$ cat config.mk
export PLATFORM = sky130hd
export DESIGN_NAME = multiplicador_alg2_flat
export DESIGN_NICKNAME = d
export VERILOG_FILES = /design/src/rtl/multiplicador_alg2_if.sv /design/src/rtl/multiplicador_alg2.sv /design/src/flat_wrapper.sv
export SDC_FILE = /design/constraint.sdc
export NUM_CORES = 1
export LEC_CHECK = 0
export CORE_MARGIN = 1
export CORE_UTILIZATION = 45
export CTS_CLUSTER_DIAMETER = 200
export DETAILED_ROUTE_END_ITERATION = 12
export PLACE_DENSITY = 0.71
export SYNTH_ARGS = -nofsm -noshare
export SYNTH_HDL_FRONTEND = slang
export SYNTH_SLANG_ARGS = --single-unit
$ cat constraint.sdc
create_clock -name CLK -period 3.2 [get_ports CLK]
set_input_delay 0.48 -clock CLK [delete_from_list [all_inputs] [get_ports CLK]]
set_output_delay 0.48 -clock CLK [all_outputs]
set_load 0.01 [all_outputs]
$ cat src/rtl/multiplicador_alg2_if.sv
// Start/Done handshake bundle for the sequential shift-and-add multiplier.
interface multiplicador_alg2_if #(
    parameter int unsigned TAMANYO = 32
);
    logic                   Start;
    logic [TAMANYO-1:0]     A;
    logic [TAMANYO-1:0]     B;
    logic [2*TAMANYO-1:0]   Prod;
    logic                   Busy;
    logic                   Done;

    modport master (
        output Start, A, B,
        input  Prod, Busy, Done
    );

    modport slave (
        input  Start, A, B,
        output Prod, Busy, Done
    );
endinterface

$ cat src/rtl/multiplicador_alg2.sv
// Sequential radix-2 shift-and-add multiplier with optional two's-complement mode.
// One add cycle plus one shift cycle per operand bit, then a sign-fix cycle.
module multiplicador_alg2 #(
    parameter int unsigned TAMANYO = 32,
    parameter bit          SIGNED  = 1'b0
) (
    input  logic                CLK,
    input  logic                RSTa,
    multiplicador_alg2_if.slave bus
);
    localparam int unsigned PW = 2 * TAMANYO;
    localparam int unsigned AW = TAMANYO + 1;
    localparam int unsigned CW = $clog2(TAMANYO);

    typedef enum logic [2:0] {
        S_IDLE  = 3'd0,
        S_ADD   = 3'd1,
        S_SHIFT = 3'd2,
        S_FIX   = 3'd3,
        S_WAIT  = 3'd4
    } state_t;

    state_t             state, state_n;
    logic [AW-1:0]      accu, accu_n;
    logic [TAMANYO-1:0] q, q_n;
    logic [TAMANYO-1:0] m, m_n;
    logic [CW-1:0]      cont, cont_n;
    logic               neg, neg_n;
    logic               done, done_n;
    logic               busy, busy_n;

    logic [TAMANYO-1:0] a_mag;
    logic [TAMANYO-1:0] b_mag;
    logic [AW-1:0]      sum;
    logic [AW+TAMANYO-1:0] shifted;
    logic [PW-1:0]      negated;

    // Operand magnitudes; -2^(TAMANYO-1) maps onto itself, which is correct as unsigned.
    assign a_mag = (SIGNED && bus.A[TAMANYO-1]) ? (~bus.A + TAMANYO'(1)) : bus.A;
    assign b_mag = (SIGNED && bus.B[TAMANYO-1]) ? (~bus.B + TAMANYO'(1)) : bus.B;

    // Datapath arithmetic shared by the add, shift and sign-fix steps.
    assign sum     = accu + AW'(m);
    assign shifted = {accu, q} >> 1;
    assign negated = ~{accu[TAMANYO-1:0], q} + PW'(1);

    assign bus.Prod = {accu[TAMANYO-1:0], q};
    assign bus.Busy = busy;
    assign bus.Done = done;

    // State and datapath registers; reset discards any operation in flight.
    always_ff @(posedge CLK or negedge RSTa) begin
        if (!RSTa) begin
            state <= S_IDLE;
            accu  <= '0;
            q     <= '0;
            m     <= '0;
            cont  <= '0;
            neg   <= 1'b0;
            done  <= 1'b0;
            busy  <= 1'b0;
        end else begin
            state <= state_n;
            accu  <= accu_n;
            q     <= q_n;
            m     <= m_n;
            cont  <= cont_n;
            neg   <= neg_n;
            done  <= done_n;
            busy  <= busy_n;
        end
    end

    // Next-state and next-datapath logic; registers hold unless a state updates them.
    always_comb begin
        state_n = state;
        accu_n  = accu;
        q_n     = q;
        m_n     = m;
        cont_n  = cont;
        neg_n   = neg;
        done_n  = 1'b0;
        busy_n  = 1'b0;

        case (state)
            S_IDLE: begin
                if (bus.Start) begin
                    m_n     = a_mag;
                    q_n     = b_mag;
                    accu_n  = '0;
                    cont_n  = CW'(TAMANYO - 1);
                    neg_n   = SIGNED & (bus.A[TAMANYO-1] ^ bus.B[TAMANYO-1]);
                    state_n = S_ADD;
                end
            end
            S_ADD: begin
                if (q[0]) begin
                    accu_n = sum;
                end
                state_n = S_SHIFT;
            end
            S_SHIFT: begin
                accu_n = shifted[AW+TAMANYO-1:TAMANYO];
                q_n    = shifted[TAMANYO-1:0];
                cont_n = cont - CW'(1);
                if (cont == '0) begin
                    state_n = S_FIX;
                end else begin
                    state_n = S_ADD;
                end
            end
            S_FIX: begin
                if (neg) begin
                    accu_n = {1'b0, negated[PW-1:TAMANYO]};
                    q_n    = negated[TAMANYO-1:0];
                end
                done_n  = 1'b1;
                state_n = S_WAIT;
            end
            S_WAIT: begin
                // Start must be seen low before a new request can be accepted.
                if (!bus.Start) begin
                    state_n = S_IDLE;
                end
            end
            default: begin
                state_n = S_IDLE;
            end
        endcase

        busy_n = (state_n == S_ADD) || (state_n == S_SHIFT) || (state_n == S_FIX);
    end
endmodule
$ cat src/flat_wrapper.sv
// flat-port wrapper written by rule: the top's interface ports become plain ports
module multiplicador_alg2_flat 
#(
    parameter int unsigned TAMANYO = 32,
    parameter bit          SIGNED  = 1'b0
)
  (CLK, RSTa, bus_Start, bus_A, bus_B, bus_Prod, bus_Busy, bus_Done);
  multiplicador_alg2_if #(.TAMANYO(TAMANYO)) bus_i ();
  input  logic CLK;
  input  logic RSTa;
  input wire logic [$bits(bus_i.Start)-1:0] bus_Start;
  input wire logic [$bits(bus_i.A)-1:0] bus_A;
  input wire logic [$bits(bus_i.B)-1:0] bus_B;
  output wire logic [$bits(bus_i.Prod)-1:0] bus_Prod;
  output wire logic [$bits(bus_i.Busy)-1:0] bus_Busy;
  output wire logic [$bits(bus_i.Done)-1:0] bus_Done;
  assign bus_i.Start = bus_Start;
  assign bus_i.A = bus_A;
  assign bus_i.B = bus_B;
  assign bus_Prod = bus_i.Prod;
  assign bus_Busy = bus_i.Busy;
  assign bus_Done = bus_i.Done;
  multiplicador_alg2 #(.TAMANYO(TAMANYO), .SIGNED(SIGNED)) u_core (.CLK(CLK), .RSTa(RSTa), .bus(bus_i));
endmodule
==> results.toml <==
[synthesis]
synth_cell_types = 61
synth_common_cells = "107 x dfrtp_1, 71 x nand2_1, 65 x o21ai_0"
yosysTopAreaCellShare_pct = 41.2
ys_warn_count = 0
yosysMostFrequentCell = "dfrtp_1"
async_reset_ff_share_pct = 100
ys_seq_area_share_pct = 41.2
synthFlopType = "dfrtp_1"
synth_area_um2 = 6500
syn-num-nets = 779
synth_area_leaders = "dfrtp_1 41%, ha_1 6.5%, mux2_2 5.7%, mux2i_1 5.1%, o21ai_0 5.0%"
synth_edf_count = 0
ys_ff_latch = 107
synth_area_leader_cell = "dfrtp_1"
synthCells = 677
avgSynthCellArea_um2 = 9.60

[timing]
setup_tns_ns = 0
slew_headroom_pct = 53.2
skew_ns = 0.0155
layout_min_cycle_time_ns = 2.92
setup_violations = 0
drv_slew = 0
tightest_slew_ns = 0.702
fin_worst_hold_slack_ns = 0.119
rsz0062_at_grt = "false"
timing.final.hold_violations = 0
fmax_mhz = 343
fin_crit_sh_pct = 91.1

[routing]
avgRoutedWirePerCell_um = 16.2
drtIter0Drc = 385
wirelength_um = 15300
vias = 5298
ant_nets = 0
drt_first_pass_iters = 4
drc = 0
via_per_inst = 5.62

[final_layout]
antennaDiodeCount = 0
fin_area_um2 = 8060
nets = 860
syn_to_final_growth_pct = 24.0
drive_gt1_share_pct = 9.83
nFillCells = 1204

[global_routing]
antenna_found_initial = 0
grt_max_degree = 63
overflow = 0
gr-usage-all-layers_pct = 21.7
grt_first_pass_wirelength_um = 25200
grt_pass1_vias = 5212

[clock_network]
cts_max_path_buffers = 2
cts_made_buffers = 9
htreeDepth = 3
clock_sinks = 107
clock_latency_ns = 0.36
cts_tree = "done"
root_buffer = "clkbuf_16"
clkTransAtPathRegs_ns = 0.07
ctsHoldBuffers = 0
post-cts-setup-buffer-count = 0
cts_resized = 0

[setup_path]
crit_chain = "ha_1 -> fa_1 -> a21o_1 -> a21o_1 -> a31oi_1 -> o31ai_2 -> a21oi_2 -> a211oi_2 -> o21ai_1 -> mux2_2"
max_stage_delay_ns = 0.42
path_max_fanout = 4
start_kind = "flop"
cp_slowest_cell = "fa_1"
criticalPathCategory = "reg2reg"
r2r_slack_ns = 0.28
crit_path_start = "u_core.accu[0]$_DFFE_PN0P_"
crit_path_end_kind = "flop"
rr_startpoint = "u_core.accu[0]$_DFFE_PN0P_"
critPathArrivalTime_ns = 3.16
crit_path_frequent_cell = "a21o_1"
cp_data_required_time_ns = 3.44

[placed_design]
dpl-instance-area_um2 = 7750
port-buffer-count = 132
dp_hpwl_um = 11200
gp_congestion = 0.934

[die]
ios = 133
fp-row-count = 43
fp.dieArea_um2 = 14900
core_um2 = 14000
start_util_pct = 46.5
die_h_um = 122
die_w_um = 122

[power]
pwr-share-seq_pct = 27.3
power_frac_clock_pct = 12.1
switching_share_pct = 44.0
p_leak_nw = 3.36
p_comb_share_pct = 60.6
internal_power_mw = 5.26
p_total_mw = 9.39
ir_drop_mv = 0.499
power_switching_mw = 4.13
powerDensity_nw_per_um2 = 1170

[run_status]
outcome = "finished, final reports clean"

[worst_hold_path]
holdCritPathClass = "in2async"

[flow_run]
drv_cap = 0
final cells by class:
| type | count | area [µm²] | share of cell area (%) |
|---|---|---|---|
| multi-input combinational | 490 | 3410 | 42.3 |
| timing repair buffer | 141 | 1410 | 17.5 |
| sequential | 107 | 2680 | 33.2 |
| clock inverter | 5 | 60.1 | 0.745 |
| clock buffer | 11 | 243 | 3.01 |
| inverter | 9 | 33.8 | 0.419 |
| tap | 180 | 225 | 2.80 |
logic make-up (layout without fill, tap and decap cells):
family	count (synthesis)	after routing	share of synthesized area, %
multiplexers	66	66	10.8
AND/OR/NAND/NOR	167	167	11.8
flip-flops	107	107	41.2
adder cells (fa/ha/maj)	35	35	6.85
XOR/XNOR	29	29	3.91
buffers and inverters	80	166	6.62
AO/OA/AOI/OAI	193	193	18.8
cells in the final DEF, fill, tap and decap left out, types with 3 or more instances in the layout:
cell type,netlist,routed
xor2_1,14,14
or3_1,3,3
nor2_1,53,53
a22oi_1,15,15
nand3_1,3,3
dfrtp_1,107,107
clkbuf_16,0,9
ha_1,34,34
o21ai_1,6,6
o21ai_0,65,65
buf_4,32,8
o21bai_1,4,4
nor2b_1,3,3
xnor2_1,15,15
inv_1,9,9
nand2_1,71,71
mux2_2,33,33
nor3_1,5,5
a221oi_1,14,14
a21oi_1,46,46
and2_1,3,3
o21a_1,7,7
a21o_1,11,11
mux2i_1,33,33
nand4_1,8,8
clkdlybuf4s50_1,0,131
a211oi_1,3,3
power groups by stage:
stage | combinational [mW] | clock [mW] | sequential [mW]
after floorplan | 4.10 | 0 | 2.49
after global placement | 5.52 | 0 | 2.56
after detailed placement | 5.67 | 0 | 2.58
after CTS | 5.70 | 1.17 | 2.57
after global routing | 6.28 | 1.23 | 2.65
final | 5.69 | 1.14 | 2.56
metal layers:
layer	part of all wire [%]	vias to the layer above	routed length (µm)	global-route usage [%]
li1	-	2561	-	-
met1	45	2547	6850	27.9
met2	47	170	7180	35.1
met3	6.9	20	1060	6.60
met4	1.5	0	223	6.40
met5	0	-	0	0
critical path: cells and delay by family (launching register included):
kind	cells	cell delay, ns
DFF	1	0.38
muxes	1	0.35
AOI/OAI and AO/OA	7	1.42
adders and majority gates	2	0.66
stage by stage:
stage               std cells  utilization, %  worst slack [ns]
finish                    943            57.6             0.284
CTS                       943            57.6             0.290
global placement          927            55.4             0.414
global route              943            57.6             0.188
detailed placement        927            55.4             0.315
floorplan                 677               -             0.542
registers in the layout, summed over array words and instances, names as in the netlist:
| register | flops |
|---|---|
| u_core.cont | 5 |
| u_core.bus.Busy | 1 |
| u_core.state | 3 |
| u_core.q | 32 |
| u_core.m | 32 |
| u_core.bus.Done | 1 |
| u_core.accu | 33 |
path summary, 6_finish.rpt:
path | to | cells after the start
max | u_core.accu[32]$_DFFE_PN0P_ | 10
min | u_core.accu[22]$_DFFE_PN0P_ | 1
max reg2reg | u_core.accu[32]$_DFFE_PN0P_ | 10
min reg2reg | u_core.cont[3]$_DFFE_PN0P_ | 1
max in group asynchronous | u_core.accu[4]$_DFFE_PN0P_ | 2
min in group CLK | u_core.cont[3]$_DFFE_PN0P_ | 1
Note: power is estimated with default switching activity, not from simulation.
==> patch: new RTL, same settings <==
`TAMANYO` is set to 32 in 3 places; all go to 64.
--- a/src/rtl/multiplicador_alg2_if.sv
+++ b/src/rtl/multiplicador_alg2_if.sv
@@ -1,5 +1,5 @@
 // Start/Done handshake bundle for the sequential shift-and-add multiplier.
 interface multiplicador_alg2_if #(
-    parameter int unsigned TAMANYO = 32
+    parameter int unsigned TAMANYO = 64
 );
     logic                   Start;
--- a/src/rtl/multiplicador_alg2.sv
+++ b/src/rtl/multiplicador_alg2.sv
@@ -2,5 +2,5 @@
 // One add cycle plus one shift cycle per operand bit, then a sign-fix cycle.
 module multiplicador_alg2 #(
-    parameter int unsigned TAMANYO = 32,
+    parameter int unsigned TAMANYO = 64,
     parameter bit          SIGNED  = 1'b0
 ) (
--- a/src/flat_wrapper.sv
+++ b/src/flat_wrapper.sv
@@ -2,5 +2,5 @@
 module multiplicador_alg2_flat 
 #(
-    parameter int unsigned TAMANYO = 32,
+    parameter int unsigned TAMANYO = 64,
     parameter bit          SIGNED  = 1'b0
 )
Ports: changed (resized bus_A, bus_B and bus_Prod); port bits go from 133 to 261. No check against the original RTL was run, so the function may have changed too.
==> patch against the unedited design <==
- clock power is 150% higher
- sequential cell count is 97 higher
- design area grew 110%
- synthesized cell count grew 100%
- power up 130%
- via count is 110% higher
- wire length rose by 140%
- first-iteration DRC count is 95% higher
- highest routed layer unchanged
- setup slack worse by 210 ps
- area after synthesis is 99% higher
==> patch: results (changes against the unedited design) <==
Critical Path AT 3570 ps (+410 ps); post-synthesis cell type count 75 (+23%); first-pass GRT wire length 57300 µm (+130%); Worst R2R Start u_core.accu[16]; nets@finish 1787 (+110%); Post-synth top cells 204 x dfrtp_1, 133 x nand2_1, 133 x nor2_1; GRT Total Usage 24.4% (+2.7 points); # fillers 2384 (+98%); CP peak stage delay 400 ps (-20 ps); biggest regs u_core.accu (65), u_core.m (64), u_core.q (64); reg2reg setup slack 70 ps (-210 ps); Seq/Total Area, Yosys 39.5% (-1.7 points); pre-CTS setup slack -164 ps (-479 ps); # placed instances 1940 (+110%); Slowest cell on crit path dfrtp_1; Crit path max-delay family compound AO/OA/AOI/OAI gates; gpl congestion 0.912 (-2.3%); Pwr per Cell Area 1300 mW/mm² (+12%); syn nets 1569 (+100%); status complete, no violations; total CTS buffers 25 (+16); DRT Wirelength 36400 µm (+140%); Area contributors post-synth dfrtp_1 39%, ha_1 6.3%, mux2_2 5.7%, mux2i_1 5.1%, o21ai_0 5.0%; max_slew headroom 41.5% (-12 points); WHS 41.0 ps (-77.9 ps); H-tree levels 1 (-2); Leakage Power 0.00699 µW (+110%); Starting DRT DRC Count 752 (+95%); Mapped Cells 1372 (+100%); dpl cell area 0.0157 mm² (+100%); largest net degree at the start of global routing 116 (+84%); final cell count without fillers 1987 (+110%); via/cell ratio 5.62 (+0.10%); hpwl dp 25900 µm (+130%); max reg flops 65 (+97%); vias in the first global route 11000 (+110%); R2R Path End u_core.accu[61]; Final Skew 11.6 ps (-3.94 ps); layout cells sized above 1 15.7% (+5.8 points); clock latency on the worst-skew pair 520 ps (+160 ps); DR pass1 iterations 5 (+1); CTS Buffer Depth 3 (+1); cell count of the worst reg-to-reg path 13 (+3); Worst-path clk slew 60 ps; Port Buffers 260 (+97%)
## patch: layer usage
metal  up-vias  track usage (%)  share of wire [%]
li1       5327                -                  -
met4         0             7.18                2.7
met3        57             4.74                6.4
met2       367             39.8                 47
met5         -                0                  0
met1      5424             32.6                 44
## patch: power breakdown
part | internal, µW | total [µW] | switching (µW)
Combinational | 6550 | 14100 | 7530
Clock | 1720 | 2840 | 1120
Sequential | 3880 | 4980 | 1100
Total | 12200 | 21900 | 9750
## patch: cells by family (layout without fill, tap and decap cells)
kind of cell	count (synthesis)	after routing	share of synthesized area, %
AND/OR/NAND/NOR	363	363	12.3
flip-flops	204	204	39.5
adder cells (fa/ha/maj)	66	66	6.44
XOR/XNOR	56	56	3.79
buffers and inverters	158	395	7.51
multiplexers	131	131	10.8
AO/OA/AOI/OAI	394	394	19.7
## patch: worst max-delay path by stage
| stage | to | from | slack, ps |
|---|---|---|---|
| finish | u_core.accu[61] | u_core.accu[16] | 70 |
| global route | u_core.accu[35] | u_core.m[19] | -40 |
| detailed placement | u_core.accu[56] | u_core.accu[0] | -160 |
| global placement | u_core.accu[56] | u_core.accu[0] | -50 |
| CTS | u_core.accu[61] | u_core.accu[18] | 20 |
| floorplan | u_core.accu[56] | u_core.accu[0] | 140 |
## patch: area by class of cell
| class | count | share of cell area (%) |
|---|---|---|
| repair buffers | 338 | 19.3 |
| multi-input cells | 1010 | 42.4 |
| inverters | 11 | 0.245 |
| flip-flops and latches | 204 | 30.3 |
| well taps | 378 | 2.81 |
| clock buffers | 36 | 4.26 |
| clock inverters | 10 | 0.654 |
## patch: repair_timing
action | CTS | global route
pin swaps | 8 | 13
gates resized for setup | 8 | 40
setup buffers | 0 | 1
endpoints found under the setup margin | 12 | 20
